**config.mk**
```make
export PLATFORM = sky130hd
export DESIGN_NAME = bp_update_queue
export DESIGN_NICKNAME = d
export VERILOG_FILES = /design/src/rtl/bp_update_queue.sv
export SDC_FILE = /design/constraint.sdc
export NUM_CORES = 1
export LEC_CHECK = 0
export ABC_CLOCK_PERIOD_IN_PS = 11400
export CAP_MARGIN = 40
export CORE_ASPECT_RATIO = 0.8
export CORE_MARGIN = 2
export CORE_UTILIZATION = 30
export CTS_CLUSTER_SIZE = 24
export DETAILED_ROUTE_END_ITERATION = 16
export PLACE_DENSITY = 0.52
export SLEW_MARGIN = 20
export SYNTH_ARGS = -nofsm -noshare
export SYNTH_HDL_FRONTEND = slang
export SYNTH_SLANG_ARGS = --single-unit
export TNS_END_PERCENT = 20
```
**constraint.sdc**
```tcl
create_clock -name clock -period 11.4 [get_ports clock]
set_input_delay 2.28 -clock clock [delete_from_list [all_inputs] [get_ports clock]]
set_output_delay 2.28 -clock clock [all_outputs]
set_load 0.01 [all_outputs]
```
**src/rtl/bp_update_queue.sv**
```systemverilog
`ifndef XLEN
`define XLEN 32
`endif
// bp_update_queue: buffers up to LANES branch resolutions per cycle, drains one per cycle to the predictor.
// Latency: an entry accepted at edge N appears on update_* after edge N+1; no same-cycle bypass.
// Backpressure: lanes beyond free space are flagged on resolve_drop (comb); upstream stalls on free_slots.
module bp_update_queue #(
    parameter int DEPTH = 8,
    parameter int LANES = 3
) (
    input  logic                       clock,
    input  logic                       reset,
    input  logic [LANES-1:0]           resolve_EN,
    input  logic [LANES*`XLEN-1:0]     resolve_pc,
    input  logic [LANES-1:0]           resolve_direction,
    input  logic [LANES*`XLEN-1:0]     resolve_target,
    output logic [LANES-1:0]           resolve_drop,
    output logic [$clog2(DEPTH+1)-1:0] free_slots,
    output logic                       update_EN,
    output logic [`XLEN-1:0]           update_pc,
    output logic                       update_direction,
    output logic [`XLEN-1:0]           update_target
);
    localparam int PW = $clog2(DEPTH);
    localparam int CW = $clog2(DEPTH + 1);

    logic [`XLEN-1:0] entry_pc  [DEPTH];
    logic [`XLEN-1:0] entry_tgt [DEPTH];
    logic             entry_dir [DEPTH];

    logic [PW-1:0]    head;
    logic [PW-1:0]    tail;
    logic [CW-1:0]    count;
    logic [CW-1:0]    count_nxt;
    logic [CW-1:0]    space;
    logic [CW-1:0]    n_acc;
    logic [LANES-1:0] lane_acc;
    logic [PW-1:0]    lane_slot [LANES];
    logic             deq;

    // Space is judged on the pre-edge count only; the drain this cycle frees nothing yet.
    always_comb begin
        space        = CW'(DEPTH) - count;
        n_acc        = '0;
        lane_acc     = '0;
        resolve_drop = '0;
        for (int i = 0; i < LANES; i++) begin
            lane_slot[i] = tail + n_acc[PW-1:0];
            if (resolve_EN[i]) begin
                if (n_acc < space) begin
                    lane_acc[i] = 1'b1;
                    n_acc       = n_acc + CW'(1);
                end else begin
                    resolve_drop[i] = 1'b1;
                end
            end
        end
        deq       = (count != '0);
        count_nxt = count + n_acc - {{(CW-1){1'b0}}, deq};
    end

    always_ff @(posedge clock) begin
        for (int i = 0; i < LANES; i++) begin
            if (lane_acc[i]) begin
                entry_pc[lane_slot[i]]  <= resolve_pc[i*`XLEN +: `XLEN];
                entry_tgt[lane_slot[i]] <= resolve_target[i*`XLEN +: `XLEN];
                entry_dir[lane_slot[i]] <= resolve_direction[i];
            end
        end
    end

    always_ff @(posedge clock or negedge reset) begin
        if (!reset) begin
            head             <= '0;
            tail             <= '0;
            count            <= '0;
            free_slots       <= CW'(DEPTH);
            update_EN        <= 1'b0;
            update_pc        <= '0;
            update_direction <= 1'b0;
            update_target    <= '0;
        end else begin
            tail       <= tail + n_acc[PW-1:0];
            count      <= count_nxt;
            free_slots <= CW'(DEPTH) - count_nxt;
            update_EN  <= deq;
            // With nothing queued the update payload holds its last value.
            if (deq) begin
                head             <= head + PW'(1);
                update_pc        <= entry_pc[head];
                update_direction <= entry_dir[head];
                update_target    <= entry_tgt[head];
            end
        end
    end
endmodule
```
==> results.yml, run 1 <==
status:
  status: "finished, final reports clean"
power_and_ir_drop:
  internal-power_mw: 8.30
  power_density_nw_per_um2: 308
  pwr-share-clk: 0.174
  swShare: 0.368
  seqPwrFrac: 0.344
  pwr-share-comb: 0.482
  power_switching_mw: 4.84
  total_power_mw: 13.1
  leakage_nw: 14.5
  ir_drop_mv: 0.280
floorplan:
  placementRows: 113
  die_y_um: 312
  die_area_um2: 122000
  initial_core_util: 0.301
  core_um2: 118000
  die-width_um: 390
  ios: 273
sta:
  worst_slew_margin_rel: 0.419
  period_share: 0.675
  hold_slack_ns: 0.476
  slew_violations: 0
  fin_tns_setup_ns: 0
  post-route-min-period_ns: 7.69
  fin_skew_ns: 0.0348
  setup_viol: 0
  worst-slew-pin-transition_ns: 0.871
  hold_viol: 0
  fin_ws_ns: 3.71
  rsz0062_at_grt: "no"
  max_freq_mhz: 130
global_route:
  grt_pass1_vias: 23500
  track_usage: 0.195
  overflow: 0
  grtUsageMet3: 0.0485
  use_met1: 0.256
  top_usage_layer: "met2"
  grt_use_met2: 0.319
  antenna_found_initial: 23
  grt_max_degree: 72
  grt_pass1_wl_mm: 171
synthesis:
  synthXorXnorAreaFrac: 0.00368
  ys_top_cells_by_area: "edfxtp_1 (44%), mux2_2 (32%), mux4_2 (8.2%)"
  async_reset_ff_frac: 0.132
  yosys.area_share.simple: 0.0143
  synthTopCellsByCount: "mux2_2 (1,003), edfxtp_1 (520), mux4_2 (130)"
  synth_flop_cell: "edfxtp_1"
  synth_fa_ha_area_frac: 0.00673
  yosysWarnings: 0
  syn-num-nets: 2494
  synth_top_family_by_area: "multiplexers"
  synth_compound_area_frac: 0.0186
  yosysMostFrequentCell: "mux2_2"
  yosysTopAreaCell: "edfxtp_1"
  synthDistinctLibCells: 48
  synth_top_area_share: 0.438
  avgSynthCellArea_um2: 15.7
  ys_ff_latch: 599
  synth_mux_area_frac: 0.430
  synthCells: 2276
  seq_area_frac_synth: 0.493
  syn-cell-area_um2: 35700
  synth_edf_count: 520
cts:
  ctsResizeCount: 0
  hold_buffers: 0
  clk_path_buf_depth: 3
  root_buffer: "clkbuf_16"
  cts_sinks: 599
  h-tree-depth: 3
  cts_buffers: 71
  clock_latency_ns: 0.66
  cts_tree: "yes"
  path_clk_slew_ns: 0.06
  post_cts_buffers: 0
min_path:
  hold_start: "update_target[18]"
  worstHoldPathType: "reg2reg"
  hold_path_depth: 2
  hold_end: "update_target[18]"
setup_path:
  r2r_end: "entry_tgt[5][22]"
  end_kind: "output port"
  required_ns: 9.12
  arrival_ns: 5.41
  reg2reg_from: "count[0]"
  ff2ff_path_depth: 20
  cp_max_fo: 9
  r2r_slack_ns: 5.55
  cp-start-kind: "input port"
  crit_type: "in2out"
routing:
  drc: 0
  dr.first_iter.drc_count: 1417
  drtAntennaViolNets: 0
  dr_total_vias: 21900
  vias_per_cell: 5.27
  drt-total-wl_mm: 120
  dr.pass1.iters: 5
  wire_per_inst_um: 28.9
placement:
  dp_hpwl_mm: 72.2
  io_buffers: 272
  gp_congestion: 0.737
  dpl_worst_slack_ns: 3.64
final_layout:
  fin_util: 0.360
  fin_nets: 2749
  drive_above_1_share: 0.521
  area_delta_synth_final_pct: 19.5
run:
  maxCapViolCount: 0
[cells by family after synthesis]
| kind of cell | count (synthesis) |
|---|---|
| multiplexers | 1237 |
| flip-flops | 599 |
| buffers and inverters | 189 |
| AND/OR/NAND/NOR | 113 |
| AO/OA/AOI/OAI | 105 |
| adder cells (fa/ha/maj) | 18 |
| XOR/XNOR | 15 |
[how the worst max path moves through the flow]
stage             startpoint               to  slack (ns)  cells past startpoint
2_1_floorplan  resolve_EN[0]     entry_dir[2]        0.60                      3
3_3_place_gp   resolve_EN[0]  resolve_drop[2]        3.22                      9
3_5_place_dp   resolve_EN[0]  resolve_drop[2]        3.64                      9
4_1_cts        resolve_EN[0]  resolve_drop[2]        3.62                      9
5_1_grt        resolve_EN[0]  resolve_drop[2]        3.48                      9
6_report       resolve_EN[0]  resolve_drop[2]        3.71                      9
[cell type report]
type                       count  area (µm²)
inverter                      20        75.1
clock buffer                 106        2060
antenna                        8        20.0
sequential                   599       17600
multi-input combinational   1488       17000
clock inverter                24         210
tap                         1552        1940
timing repair buffer         351        3690
fill                       11100       75700
[layout by cell type (no fill, tap or decap), types with 3 or more instances in the layout]
| cell | Yosys | final |
|---|---|---|
| a21o_1 | 3 | 3 |
| a21oi_1 | 4 | 4 |
| a21oi_4 | 0 | 4 |
| buf_12 | 0 | 4 |
| buf_16 | 0 | 16 |
| buf_4 | 13 | 59 |
| bufinv_16 | 0 | 3 |
| clkbuf_1 | 32 | 24 |
| clkbuf_16 | 0 | 75 |
| clkbuf_8 | 0 | 7 |
| clkdlybuf4s50_1 | 0 | 271 |
| clkinv_1 | 0 | 6 |
| clkinv_2 | 0 | 11 |
| dfrtp_1 | 78 | 75 |
| dfrtp_4 | 0 | 3 |
| diode_2 | 0 | 8 |
| edfxtp_1 | 520 | 520 |
| ha_1 | 16 | 16 |
| inv_1 | 20 | 20 |
| mux2_1 | 27 | 27 |
| mux2_2 | 1003 | 1003 |
| mux2_4 | 10 | 10 |
| mux2i_1 | 67 | 67 |
| mux4_2 | 130 | 130 |
| nand2_1 | 77 | 77 |
| nand2b_1 | 4 | 4 |
| nand3_1 | 3 | 3 |
| nor2_1 | 7 | 6 |
| nor2b_1 | 3 | 3 |
| nor3_1 | 6 | 6 |
| o211ai_1 | 8 | 8 |
| o21ai_0 | 66 | 66 |
| o21ai_4 | 0 | 8 |
| xnor2_1 | 9 | 9 |
| xor2_1 | 6 | 6 |
[worst max-delay path, stage by stage]
cell and delay [ns]:
clkdlybuf4s50_1 0.55, inv_1 0.08, a21oi_1 0.36, nand2_1 0.11, ha_1 0.33, nor3_1 0.07
a2111o_1 0.62, nor3b_1 0.40, clkdlybuf4s50_1 0.61
[power by group through the flow]
| stage | logic, mW | registers, mW | clock network [mW] |
|---|---|---|---|
| 6_report | 6.33 | 4.52 | 2.29 |
| 5_1_grt | 6.75 | 4.63 | 2.43 |
| 4_1_cts | 6.41 | 4.54 | 2.35 |
| 3_5_place_dp | 6.39 | 4.58 | 0 |
| 3_3_place_gp | 6.05 | 4.56 | 0 |
| 2_1_floorplan | 4.04 | 4.61 | 0 |
[per-layer routing]
metal	part of all wire	wire length [µm]
met5	0.0010	125
met4	0.024	2840
met3	0.058	6970
met2	0.48	57400
met1	0.44	52600
[state kept, by name (all words and copies together) (netlist names)]
name and count:
entry_tgt 256, count 4, entry_pc 256, head 3
update_EN 1, free_slots 3, tail 3, update_target 32
entry_dir 8, update_pc 32, update_direction 1
[stage by stage]
step,instances,area (µm²)
after floorplan,2276,35700
after CTS,4136,42600
after global placement,3987,39800
after global routing,4146,42600
final,4148,42600
after detailed placement,4006,40300
Note: power is estimated with default switching activity, not from simulation.
==> run 2: changes to the inputs <==
- ABC_CLOCK_PERIOD_IN_PS: 11400 -> 7200
- clock period: 11.4 -> 7.2 ns (I/O delays scaled with it)
==> results.yml, run 2 (synthesis gave the netlist of run 1 again) <==
routing:
  drc: 0
  dr_total_vias: 21600
  drtAntennaViolNets: 0
  drt-total-wl_mm: 119
  vias_per_cell: 5.24
  dr.first_iter.drc_count: 1491
  dr.pass1.iters: 4
  wire_per_inst_um: 28.8
sta:
  rsz0062_at_grt: "no"
  slew_violations: 0
  period_share: 0.798
  max_freq_mhz: 174
  worst-slew-pin-transition_ns: 0.860
  worst_slew_margin_rel: 0.425
  hold_viol: 0
  post-route-min-period_ns: 5.74
  hold_slack_ns: 0.481
  setup_viol: 0
  fin_skew_ns: 0.0257
final_layout:
  drive_above_1_share: 0.518
  final_cell_mix: "mux2_2 (1,003), edfxtp_1 (520), clkdlybuf4s50_1 (271)"
  final_common_cell: "mux2_2"
  area_delta_synth_final_pct: 19.4
  fin_util: 0.360
  fin_nets: 2735
  fill_cells: 11100
  final_area_um2: 42600
floorplan:
  placementRows: 113
  die_y_um: 312
  initial_core_util: 0.301
  die_area_um2: 122000
  ios: 273
  core_um2: 118000
  die-width_um: 390
cts:
  cts_buffers: 72
  clock_latency_ns: 0.66
  cts_tree: "yes"
  clk_path_buf_depth: 3
  post_cts_buffers: 0
  h-tree-depth: 3
  hold_buffers: 0
  path_clk_slew_ns: 0.05
  ctsResizeCount: 0
  cts_sinks: 599
  root_buffer: "clkbuf_16"
setup_path:
  end_kind: "output port"
  critPathBufInv: 4
  cp_max_fo: 10
  cp_top_family: "buffers and inverters"
  arrival_ns: 4.30
  ff2ff_path_depth: 17
  endpoint: "resolve_drop[2]"
  crit_path_top_delay_cell: "clkdlybuf4s50_1"
  required_ns: 5.76
  crit_type: "reg2out"
  r2r_slack_ns: 2.09
  r2r_end: "entry_pc[6][20]"
  reg2reg_from: "count[0]"
  path_cells: "inv_1, ha_1, nand2b_1, o32ai_2, buf_4, nand2_1, ha_1, nand2_1, a2111o_1, buf_4, nor3b_1, clkdlybuf4s50_1"
  cp.depth: 12
  cp-start-kind: "flop"
  timing.critical_path.from: "count[0]"
  slowest_delay_ns: 0.62
placement:
  gp_congestion: 0.774
  io_buffers: 272
  place_area_um2: 40300
  dp_hpwl_mm: 70.2
global_route:
  grt_max_degree: 87
  track_usage: 0.194
  overflow: 0
  grt_pass1_wl_mm: 172
  antenna_found_initial: 31
  grt_pass1_vias: 23400
run:
  maxCapViolCount: 0
status:
  status: "finished, final reports clean"
power_and_ir_drop:
  power_density_nw_per_um2: 485
  ir_drop_mv: 0.606
  leakage_nw: 14.5
  total_power_mw: 20.7
min_path:
  worstHoldPathType: "reg2reg"
  hold_start: "update_target[18]"
-- run 2: worst register-to-register path, cell delays in order (launching register included) --
cell      delay, ns
dfrtp_1        0.50
inv_1          0.20
ha_1           0.31
nand2b_1       0.18
o32ai_2        0.27
buf_4          0.25
nand2_1        0.07
ha_1           0.33
mux2i_1        0.31
inv_1          0.08
ha_1           0.19
ha_1           0.19
a31oi_1        0.27
xor2_1         0.33
nor2_1         0.14
o21ai_4        0.25
buf_4          0.56
mux2_2         0.42
-- run 2: layout make-up --
type | count | area [µm²] | share of cell area
flip-flops and latches | 599 | 17600 | 0.413
multi-input cells | 1488 | 17100 | 0.400
repair buffers | 336 | 3660 | 0.0859
clock buffers | 101 | 2010 | 0.0472
well taps | 1552 | 1940 | 0.0456
clock inverters | 29 | 240 | 0.00564
inverters | 20 | 75.1 | 0.00176
diodes | 8 | 20.0 | 0.000470
-- run 2: power by group --
part / switching [mW] / total, mW / internal (mW)
registers: 0.698 / 7.18 / 6.48
clock network: 1.54 / 3.57 / 2.03
logic: 5.36 / 9.90 / 4.54
-- run 2: through the flow --
step | cells | setup slack (ns) | setup TNS, ns
6_report | 4133 | 1.46 | 0
5_1_grt | 4129 | 1.16 | 0
4_1_cts | 4125 | 1.36 | 0
3_5_place_dp | 3995 | 1.46 | 0
3_3_place_gp | 3985 | 0.918 | 0
2_1_floorplan | 2276 | -0.0251 | -1.63
-- run 2: worst min-delay path by stage --
stage / cells past startpoint / to / slack (ns)
after floorplan: 2 / update_direction / 0.52
after global placement: 2 / update_target[11] / 0.46
after detailed placement: 2 / update_pc[1] / 0.48
after CTS: 2 / update_pc[1] / 0.49
after global routing: 2 / update_pc[8] / 0.51
final: 2 / update_target[18] / 0.48
-- run 2: metal layers --
layer,up-vias,GRT usage,routed length [µm]
li1,9545,-,-
met1,11400,0.251,51700
met2,526,0.333,58900
met3,171,0.0413,5940
met4,42,0.0447,2190
met5,-,0,265
==> run 3: changes to the inputs <==
- ABC_CLOCK_PERIOD_IN_PS: 7200 -> 5550
- clock period: 7.2 -> 5.55 ns (I/O delays scaled with it)
==> results.yml, run 3 (synthesis gave the netlist of run 1 again) <==
global_route:
  grt_pass1_vias: 23600
  grt_pass1_wl_mm: 174
  antenna_found_initial: 17
  track_usage: 0.197
  overflow: 0
  grt_max_degree: 67
floorplan:
  die-width_um: 390
  ios: 273
  die_y_um: 312
  placementRows: 113
  initial_core_util: 0.301
  core_um2: 118000
  die_area_um2: 122000
setup_path:
  required_ns: 5.85
  critPathBufInv: 3
  crit_path_top_delay_cell: "nor4b_1"
  end_kind: "flop"
  path_common_cell: "ha_1"
  path_cells: "inv_1, ha_1, nand2b_1, o32ai_2, nand2_1, ha_1, mux2i_1, inv_1, ha_1, ha_1, a31oi_1, xnor2_1, nor4b_1, o21ai_4, o311ai_4, buf_12"
  r2r_slack_ns: 0.37
  slowest_delay_ns: 0.63
  arrival_ns: 5.48
  cp.depth: 16
  crit_type: "reg2reg"
  cp_top_family: "compound AO/OA/AOI/OAI gates"
  cp_max_fo: 38
  cp-start-kind: "flop"
  ff2ff_path_depth: 16
sta:
  setup_viol: 0
  post-route-min-period_ns: 5.18
  max_freq_mhz: 193
  period_share: 0.933
  slew_violations: 0
  hold_viol: 0
  rsz0062_at_grt: "no"
  fin_skew_ns: 0.0291
  fin_ws_ns: 0.372
  worst_slew_margin_rel: 0.445
  worst-slew-pin-transition_ns: 0.829
final_layout:
  fill_cells: 11100
  drive_above_1_share: 0.522
  final_cell_mix: "mux2_2 (1,003), edfxtp_1 (520), clkdlybuf4s50_1 (271)"
  final_common_cell: "mux2_2"
  fin_util: 0.364
  area_delta_synth_final_pct: 20.6
  fin_nets: 2744
cts:
  clk_path_buf_depth: 3
  root_buffer: "clkbuf_16"
  cts_sinks: 599
  path_clk_slew_ns: 0.06
  h-tree-depth: 3
  cts_buffers: 72
  cts_tree: "yes"
  hold_buffers: 0
  clock_latency_ns: 0.65
status:
  status: "finished, final reports clean"
routing:
  drc: 0
  dr.first_iter.drc_count: 1608
  wire_per_inst_um: 29.0
  drtAntennaViolNets: 0
  dr_total_vias: 21800
  drt-total-wl_mm: 120
  vias_per_cell: 5.25
  dr.pass1.iters: 7
power_and_ir_drop:
  leakage_nw: 14.7
  ir_drop_mv: 0.662
  power_density_nw_per_um2: 638
placement:
  io_buffers: 272
  dpl_worst_slack_ns: 0.109
  gp_congestion: 0.781
  dp_hpwl_mm: 71.5
min_path:
  worstHoldPathType: "in2async"
run:
  maxCapViolCount: 0
[run 3: cell count changes in the layout (fill, tap and decap cells not counted), sizes merged]
cell	before	now
bufinv	2	10
diode	8	10
clkinvlp	2	1
clkinv	23	14
buf	65	74
clkbuf	101	107
inv	22	21
[run 3: worst reg2reg max path: stages (launching register included)]
cell and delay, ns:
dfrtp_1 0.50, inv_1 0.20, ha_1 0.32, nand2b_1 0.18
o32ai_2 0.32, nand2_1 0.09, ha_1 0.34, mux2i_1 0.29
inv_1 0.10, ha_1 0.19, ha_1 0.20, a31oi_1 0.30
xnor2_1 0.19, nor4b_1 0.63, o21ai_4 0.39, o311ai_4 0.21
buf_12 0.36
[run 3: worst paths after layout]
path / start / endpoint
min in group clock: update_target[18] / update_target[18]
setup reg to reg: count[0] / entry_tgt[0][18]
setup / recovery: count[0] / entry_tgt[0][18]
max in group asynchronous: reset / update_pc[19]
hold / removal: reset / update_target[31]
hold reg to reg: update_target[18] / update_target[18]
[run 3: cell type report]
cell class	instances	area (µm²)	share of cell area
clock inverters	26	397	0.00922
inverters	20	75.1	0.00175
well taps	1552	1940	0.0451
diodes	10	25.0	0.000582
clock buffers	107	2100	0.0488
repair buffers	345	3810	0.0886
multi-input cells	1488	17100	0.397
flip-flops and latches	599	17600	0.409
[run 3: what timing repair did]
item	in CTS	in global routing
buffers inserted	0	0
endpoints found under the setup margin	0	1
resized for setup	0	1
[run 3: per-stage QoR]
step | setup TNS [ns] | cells | cell area, µm² | power, mW | hold slack [ns]
after floorplan | -186.93 | 2276 | 35700 | 17.7 | 0.516
after global placement | 0 | 3998 | 40400 | 22.3 | 0.465
after detailed placement | 0 | 4002 | 40500 | 22.7 | 0.474
after CTS | 0 | 4135 | 43000 | 27.8 | 0.310
after global routing | 0 | 4140 | 43000 | 28.9 | 0.324
final | 0 | 4147 | 43000 | 27.4 | 0.359
[run 3: report_power, final]
part / internal, mW / switching, mW
Sequential: 8.41 / 0.923
Combinational: 6.01 / 7.02
Clock: 3.09 / 2.00
[run 3: routing by layer]
| layer | GRT usage | routed length [µm] | vias to the layer above |
|---|---|---|---|
| met2 | 0.333 | 58900 | 633 |
| li1 | - | - | 9573 |
| met5 | 0 | 128 | - |
| met3 | 0.0399 | 6350 | 191 |
| met4 | 0.0481 | 2570 | 22 |
| met1 | 0.258 | 52300 | 11400 |
